## src/rtl/mem_pkg.sv

```systemverilog
// Shared types and constants for the memory arbiter slice.
package mem_pkg;

    // Arbiter FSM: either free to grant, or waiting on one outstanding read.
    typedef enum logic {
        IDLE    = 1'b0,
        RD_WAIT = 1'b1
    } state_e;

    // Which requester owns the outstanding read.
    typedef enum logic {
        OWN_IF = 1'b0,
        OWN_D  = 1'b1
    } owner_e;

    // Access size used for every instruction fetch.
    localparam logic [2:0] FUNC3_WORD = 3'b010;

    // One memory-port command, built from the winning requester.
    typedef struct packed {
        logic        en;
        logic        we;
        logic [63:0] addr;
        logic [63:0] wdata;
        logic [2:0]  func3;
    } mem_cmd_t;

endpackage

```

## src/rtl/arb_starve_guard.sv

```systemverilog
// Priority decision between fetch and data. Data normally wins, but a run of
// MAX_D_BURST data grants while fetch is waiting hands the next grant to fetch.
module arb_starve_guard
    import mem_pkg::*;
#(
    parameter int MAX_D_BURST = 4
) (
    input  logic clk,
    input  logic reset,
    input  logic if_req,
    input  logic d_req,
    input  logic grant_en,
    output logic sel_if,
    output logic sel_d
);

    localparam logic [3:0] BURST_MAX = 4'(MAX_D_BURST);

    logic [3:0] burst_cnt_q;
    logic [3:0] burst_cnt_d;
    logic       starved;

    // Pick the winner and work out the next burst count.
    always_comb begin
        // NOTE: every variable gets a default before any branch, so no path
        // leaves one unassigned and no latch is inferred.
        starved     = if_req && (burst_cnt_q == BURST_MAX);
        sel_d       = grant_en && d_req && !starved;
        sel_if      = grant_en && if_req && !sel_d;
        burst_cnt_d = burst_cnt_q;

        if (sel_if) begin
            burst_cnt_d = '0;
        end else if (sel_d) begin
            if (!if_req) begin
                burst_cnt_d = '0;
            end else if (burst_cnt_q < BURST_MAX) begin
                burst_cnt_d = burst_cnt_q + 4'd1;
            end
        end
    end

    // Burst counter register.
    always_ff @(posedge clk or negedge reset) begin
        // NOTE: non-blocking assignment so every flop samples pre-edge values.
        if (!reset) begin
            burst_cnt_q <= '0;
        end else begin
            burst_cnt_q <= burst_cnt_d;
        end
    end

endmodule

```

## src/rtl/mem_arbiter.sv

```systemverilog
// Single-port BRAM arbiter between instruction fetch and data load/store.
// Grants one access at a time from IDLE, tracks the single outstanding read
// and routes its data back to the owner with a one-cycle rvalid pulse.
module mem_arbiter
    import mem_pkg::*;
#(
    parameter int MEM_LATENCY = 1,
    parameter int MAX_D_BURST = 4
) (
    input  logic        clk,
    input  logic        reset,

    input  logic        if_req,
    input  logic [63:0] if_addr,
    output logic        if_gnt,
    output logic        if_rvalid,
    output logic [31:0] if_rdata,

    input  logic        d_req,
    input  logic        d_we,
    input  logic [63:0] d_addr,
    input  logic [63:0] d_wdata,
    input  logic [2:0]  d_func3,
    output logic        d_gnt,
    output logic        d_rvalid,
    output logic [63:0] d_rdata,

    output logic        mem_en,
    output logic        mem_we,
    output logic [63:0] mem_addr,
    output logic [63:0] mem_wdata,
    output logic [2:0]  mem_func3,
    input  logic [63:0] mem_rdata,

    output logic        busy
);

    localparam logic [1:0] LAT_INIT = 2'(MEM_LATENCY - 1);

    state_e     state_q,     state_d;
    logic [1:0] lat_cnt_q,   lat_cnt_d;
    owner_e     owner_q,     owner_d;
    logic       addr2_q,     addr2_d;
    logic       if_rvalid_q, if_rvalid_d;
    logic       d_rvalid_q,  d_rvalid_d;

    logic       grant_en;
    logic       sel_if;
    logic       sel_d;
    logic       rd_grant;
    mem_cmd_t   cmd;

    // Grants only from IDLE, and never while reset is held low.
    assign grant_en = reset && (state_q == IDLE);

    arb_starve_guard #(
        .MAX_D_BURST (MAX_D_BURST)
    ) u_starve_guard (
        .clk      (clk),
        .reset    (reset),
        .if_req   (if_req),
        .d_req    (d_req),
        .grant_en (grant_en),
        .sel_if   (sel_if),
        .sel_d    (sel_d)
    );

    assign if_gnt   = sel_if;
    assign d_gnt    = sel_d;
    assign rd_grant = sel_if || (sel_d && !d_we);

    // State, latency counter, owner/address latches and rvalid pulses.
    always_ff @(posedge clk or negedge reset) begin
        if (!reset) begin
            state_q     <= IDLE;
            lat_cnt_q   <= '0;
            owner_q     <= OWN_IF;
            addr2_q     <= 1'b0;
            if_rvalid_q <= 1'b0;
            d_rvalid_q  <= 1'b0;
        end else begin
            state_q     <= state_d;
            lat_cnt_q   <= lat_cnt_d;
            owner_q     <= owner_d;
            addr2_q     <= addr2_d;
            if_rvalid_q <= if_rvalid_d;
            d_rvalid_q  <= d_rvalid_d;
        end
    end

    // Next state: a read grant enters RD_WAIT, the return cycle goes back.
    always_comb begin
        state_d     = state_q;
        lat_cnt_d   = lat_cnt_q;
        owner_d     = owner_q;
        addr2_d     = addr2_q;
        if_rvalid_d = 1'b0;
        d_rvalid_d  = 1'b0;

        case (state_q)
            IDLE: begin
                if (rd_grant) begin
                    state_d   = RD_WAIT;
                    lat_cnt_d = LAT_INIT;
                    owner_d   = sel_d ? OWN_D : OWN_IF;
                    addr2_d   = sel_d ? d_addr[2] : if_addr[2];
                end
            end
            RD_WAIT: begin
                if (lat_cnt_q != 2'd0) begin
                    lat_cnt_d = lat_cnt_q - 2'd1;
                end else begin
                    state_d = IDLE;
                end
            end
            default: state_d = IDLE;
        endcase

        // Arm the pulse one edge early so it is high exactly in the return cycle.
        if ((state_d == RD_WAIT) && (lat_cnt_d == 2'd0)) begin
            if_rvalid_d = (owner_d == OWN_IF);
            d_rvalid_d  = (owner_d == OWN_D);
        end
    end

    // Outputs: memory command from the winner, read data routed to the owner.
    always_comb begin
        cmd = '0;
        if (sel_d) begin
            cmd.en    = 1'b1;
            cmd.we    = d_we;
            cmd.addr  = d_addr;
            cmd.wdata = d_wdata;
            cmd.func3 = d_func3;
        end else if (sel_if) begin
            cmd.en    = 1'b1;
            cmd.we    = 1'b0;
            cmd.addr  = if_addr;
            cmd.func3 = FUNC3_WORD;
        end
    end

    assign mem_en    = cmd.en;
    assign mem_we    = cmd.we;
    assign mem_addr  = cmd.addr;
    assign mem_wdata = cmd.wdata;
    assign mem_func3 = cmd.func3;

    // Read data is held at zero outside its valid pulse, including in reset.
    assign if_rdata  = if_rvalid_q ? (addr2_q ? mem_rdata[63:32] : mem_rdata[31:0]) : 32'd0;
    assign d_rdata   = d_rvalid_q ? mem_rdata : 64'd0;
    assign if_rvalid = if_rvalid_q;
    assign d_rvalid  = d_rvalid_q;
    assign busy      = (state_q == RD_WAIT);

endmodule

```

## config.mk

```make
export PLATFORM = sky130hd
export DESIGN_NAME = mem_arbiter
export DESIGN_NICKNAME = d
export VERILOG_FILES = /design/src/rtl/mem_pkg.sv /design/src/rtl/arb_starve_guard.sv /design/src/rtl/mem_arbiter.sv
export SDC_FILE = /design/constraint.sdc
export NUM_CORES = 1
export LEC_CHECK = 0
export CORE_AREA = 2 2 191 193
export CTS_BUF_LIST = sky130_fd_sc_hd__clkbuf_8
export CTS_CLUSTER_SIZE = 14
export DETAILED_ROUTE_END_ITERATION = 6
export DIE_AREA = 0 0 193 195
export SLEW_MARGIN = 20
export SYNTH_ARGS = -nofsm -noshare
export SYNTH_HDL_FRONTEND = slang
export SYNTH_SLANG_ARGS = --single-unit
```

## constraint.sdc

```tcl
create_clock -name clk -period 4.18 [get_ports clk]
set_input_delay 0.836 -clock clk [delete_from_list [all_inputs] [get_ports clk]]
set_output_delay 0.836 -clock clk [all_outputs]
set_load 0.005 [all_outputs]
```

==> results_dict.tcl <==
set metrics [dict create \
    combPwrFrac 0.775 \
    hp-class "flip-flop to flip-flop" \
    syn-num-nets 773 \
    max_cap_violations 0 \
    synth.most_common_cell "a21oi_1" \
    synth_warnings 0 \
    synth_compound_area_frac 0.137 \
    end_kind "output port" \
    layout-drive-gt1-share 0.0389 \
    final_max_slew_viol_count 0 \
    p_per_area_nw_per_um2 131 \
    tritoncts "yes" \
    fin_skew_ns 0.00189 \
    yosysSeqAreaShare 0.0904 \
    switching_share 0.338 \
    gr-total-overflow 0 \
    via_per_inst 3.77 \
    drtPass1Iterations 4 \
    fp.dieW_um 193 \
    grt_max_degree 73 \
    synth.area.top_cells "and3_1 14%, and2_1 13%, a21oi_1 11%, mux2i_1 11%, nand3_1 11%" \
    synth_xor_area_frac 0.00288 \
    cts.repair.resized 0 \
    grt_antenna_before_repair 2 \
    port-buffer-count 497 \
    cts_setup_buffers 0 \
    syn_to_final_growth_pct 185 \
    fin_crit_ns 3.80 \
    cts_made_buffers 3 \
    synth_top_family_by_area "simple AND/OR/NAND/NOR gates" \
    fin_nets 1243 \
    syn_avg_cell_area_um2 6.00 \
    status "completed" \
    cts_hold_buffers 0 \
    initialDrtViolationCount 237 \
    p_clk_frac 0.091 \
    period_share 0.908 \
    grt_usage 0.104 \
    fp.dieArea_um2 37600 \
    clkTransAtPathRegs_ns 0.05 \
    start_util 0.0860 \
    wl_um 21700 \
    first_global_vias 5499 \
    synth-adder-area-share 0.00822 \
    grt_setup_unrepaired "false" \
    synth_top_area_share 0.138 \
    p_int_uw 754 \
    critPathMaxFanout 34 \
    clock_path_buffers 2 \
    detail-route-antenna-nets 0 \
    synth-simple-area-share 0.562 \
    via_count 5427 \
    coreArea_um2 35400 \
    cts_root_buf "clkbuf_8" \
    hold_depth 2 \
    synthTopCellsByCount "68 x a21oi_1, 67 x and3_1, 67 x nand2_1" \
    arrival_ns 2.96 \
    synth_cell_type_count 29 \
    clk-insertion-delay-late_ns 0.24 \
    async_flop_share 1.00 \
    drc 0 \
    synth_area_um2 3040 \
    rows 69 \
    seq_power_share 0.134 \
    max_freq_mhz 263 \
    htree_num_levels 1 \
    die_h_um 195 \
    ios 498 \
    worstSetupStartpointType "input pin" \
    leakagePower_uw 0.00343 \
    hold_viol 0 \
    yosys-mux-area-fraction 0.116 \
    switching_power_uw 385 \
    place_congestion 0.871 \
    synth_edf_count 0 \
    post_drt_wl_per_cell_um 15.1 \
    synth_area_leader_cell "and3_1" \
    place_area_um2 8630 \
    setup_viol_count_final 0 \
    stdcell_area_um2 8680 \
    synth_flop_cell "dfrtp_1" \
    grt_pass1_wl_um 30600 \
    syn_inst 507 \
    cts_num_sinks 11 \
    worstPathRequired_ns 3.34 \
    worst_slew_pin_slew_ns 0.777 \
    slew_headroom 0.482 \
    reg2reg_depth 6 \
    place_hpwl_um 18200 \
    crit_type "input pin to output port" \
    tns_ns 0 \
    synth_seq_cells 11 \
    vdd_drop_max_mv 0.0905 \
]
through the flow:
step / hold slack (ns) / instances / setup WS [ns] / power (µW) / utilization
after CTS: 0.530 / 1437 / 0.344 / 1150 / 0.245
after global routing: 0.577 / 1437 / 0.200 / 1220 / 0.245
after floorplan: 0.495 / 507 / 1.54 / 432 / -
after detailed placement: 0.516 / 1433 / 0.343 / 1040 / 0.244
final: 0.535 / 1439 / 0.384 / 1140 / 0.245
after global placement: 0.515 / 1433 / 0.364 / 1040 / 0.244
kinds of logic after synthesis:
group           after synthesis
fa+ha+maj                     2
flops                        11
xor+xnor                      1
simple gates                315
buf+inv                      63
mux                          35
compound gates               80
worst max-delay path, stage by stage:
cell	delay, ns
clkdlybuf4s50_1	0.62
and2_4	0.48
buf_4	0.31
and3_1	0.19
clkdlybuf4s50_1	0.50
registers in the layout (all words and copies together), names as in the netlist:
name                        cells
d_rvalid                        1
u_starve_guard.burst_cnt_q      4
owner_q                         1
lat_cnt_q                       2
if_rvalid                       1
busy                            1
addr2_q                         1
final timing paths:
kind	from	end	slack (ns)
setup / recovery	d_req	mem_wdata[46]	0.38
hold / removal	lat_cnt_q[0]	busy	0.54
setup reg to reg	u_starve_guard.burst_cnt_q[0]	addr2_q	2.07
hold reg to reg	lat_cnt_q[0]	busy	0.54
max in group asynchronous	reset	addr2_q	3.02
min in group asynchronous	reset	owner_q	0.99
layer usage:
| metal | GRT usage | routed length, µm | vias to the layer above |
|---|---|---|---|
| met2 | 0.199 | 10800 | 320 |
| met4 | 0.0126 | 208 | 2 |
| met3 | 0.0395 | 2700 | 17 |
| met1 | 0.108 | 8000 | 2416 |
| met5 | 0 | 16 | - |
| li1 | - | - | 2672 |
layout make-up:
class	instances	area [µm²]
Clock buffer	3	41.3
Multi-Input combinational cell	433	2530
Fill cell	3859	26700
Inverter	4	15.0
Timing Repair Buffer	524	5240
Tap cell	461	577
Clock inverter	1	3.75
Antenna cell	2	5.00
Sequential cell	11	277
placed cells by master, fill, tap and decap left out, drive strengths merged, types with 3 or more instances in the layout:
cell / n
nand2: 67
nor2b: 36
mux2i: 32
and2: 65
nor2: 8
inv: 5
and3: 67
buf: 28
clkdlybuf4s50: 496
dfrtp: 11
o21ai: 6
nand3: 64
mux2: 3
a21oi: 68
clkbuf: 3
power groups by stage:
| stage | registers, µW | logic, µW | clock network (µW) |
|---|---|---|---|
| 2_1_floorplan | 122 | 310 | 0 |
| 3_3_place_gp | 157 | 885 | 0 |
| 3_5_place_dp | 156 | 887 | 0 |
| 4_1_cts | 155 | 893 | 107 |
| 5_1_grt | 156 | 949 | 112 |
| 6_report | 153 | 883 | 104 |
(Power assumes the default switching activity.)
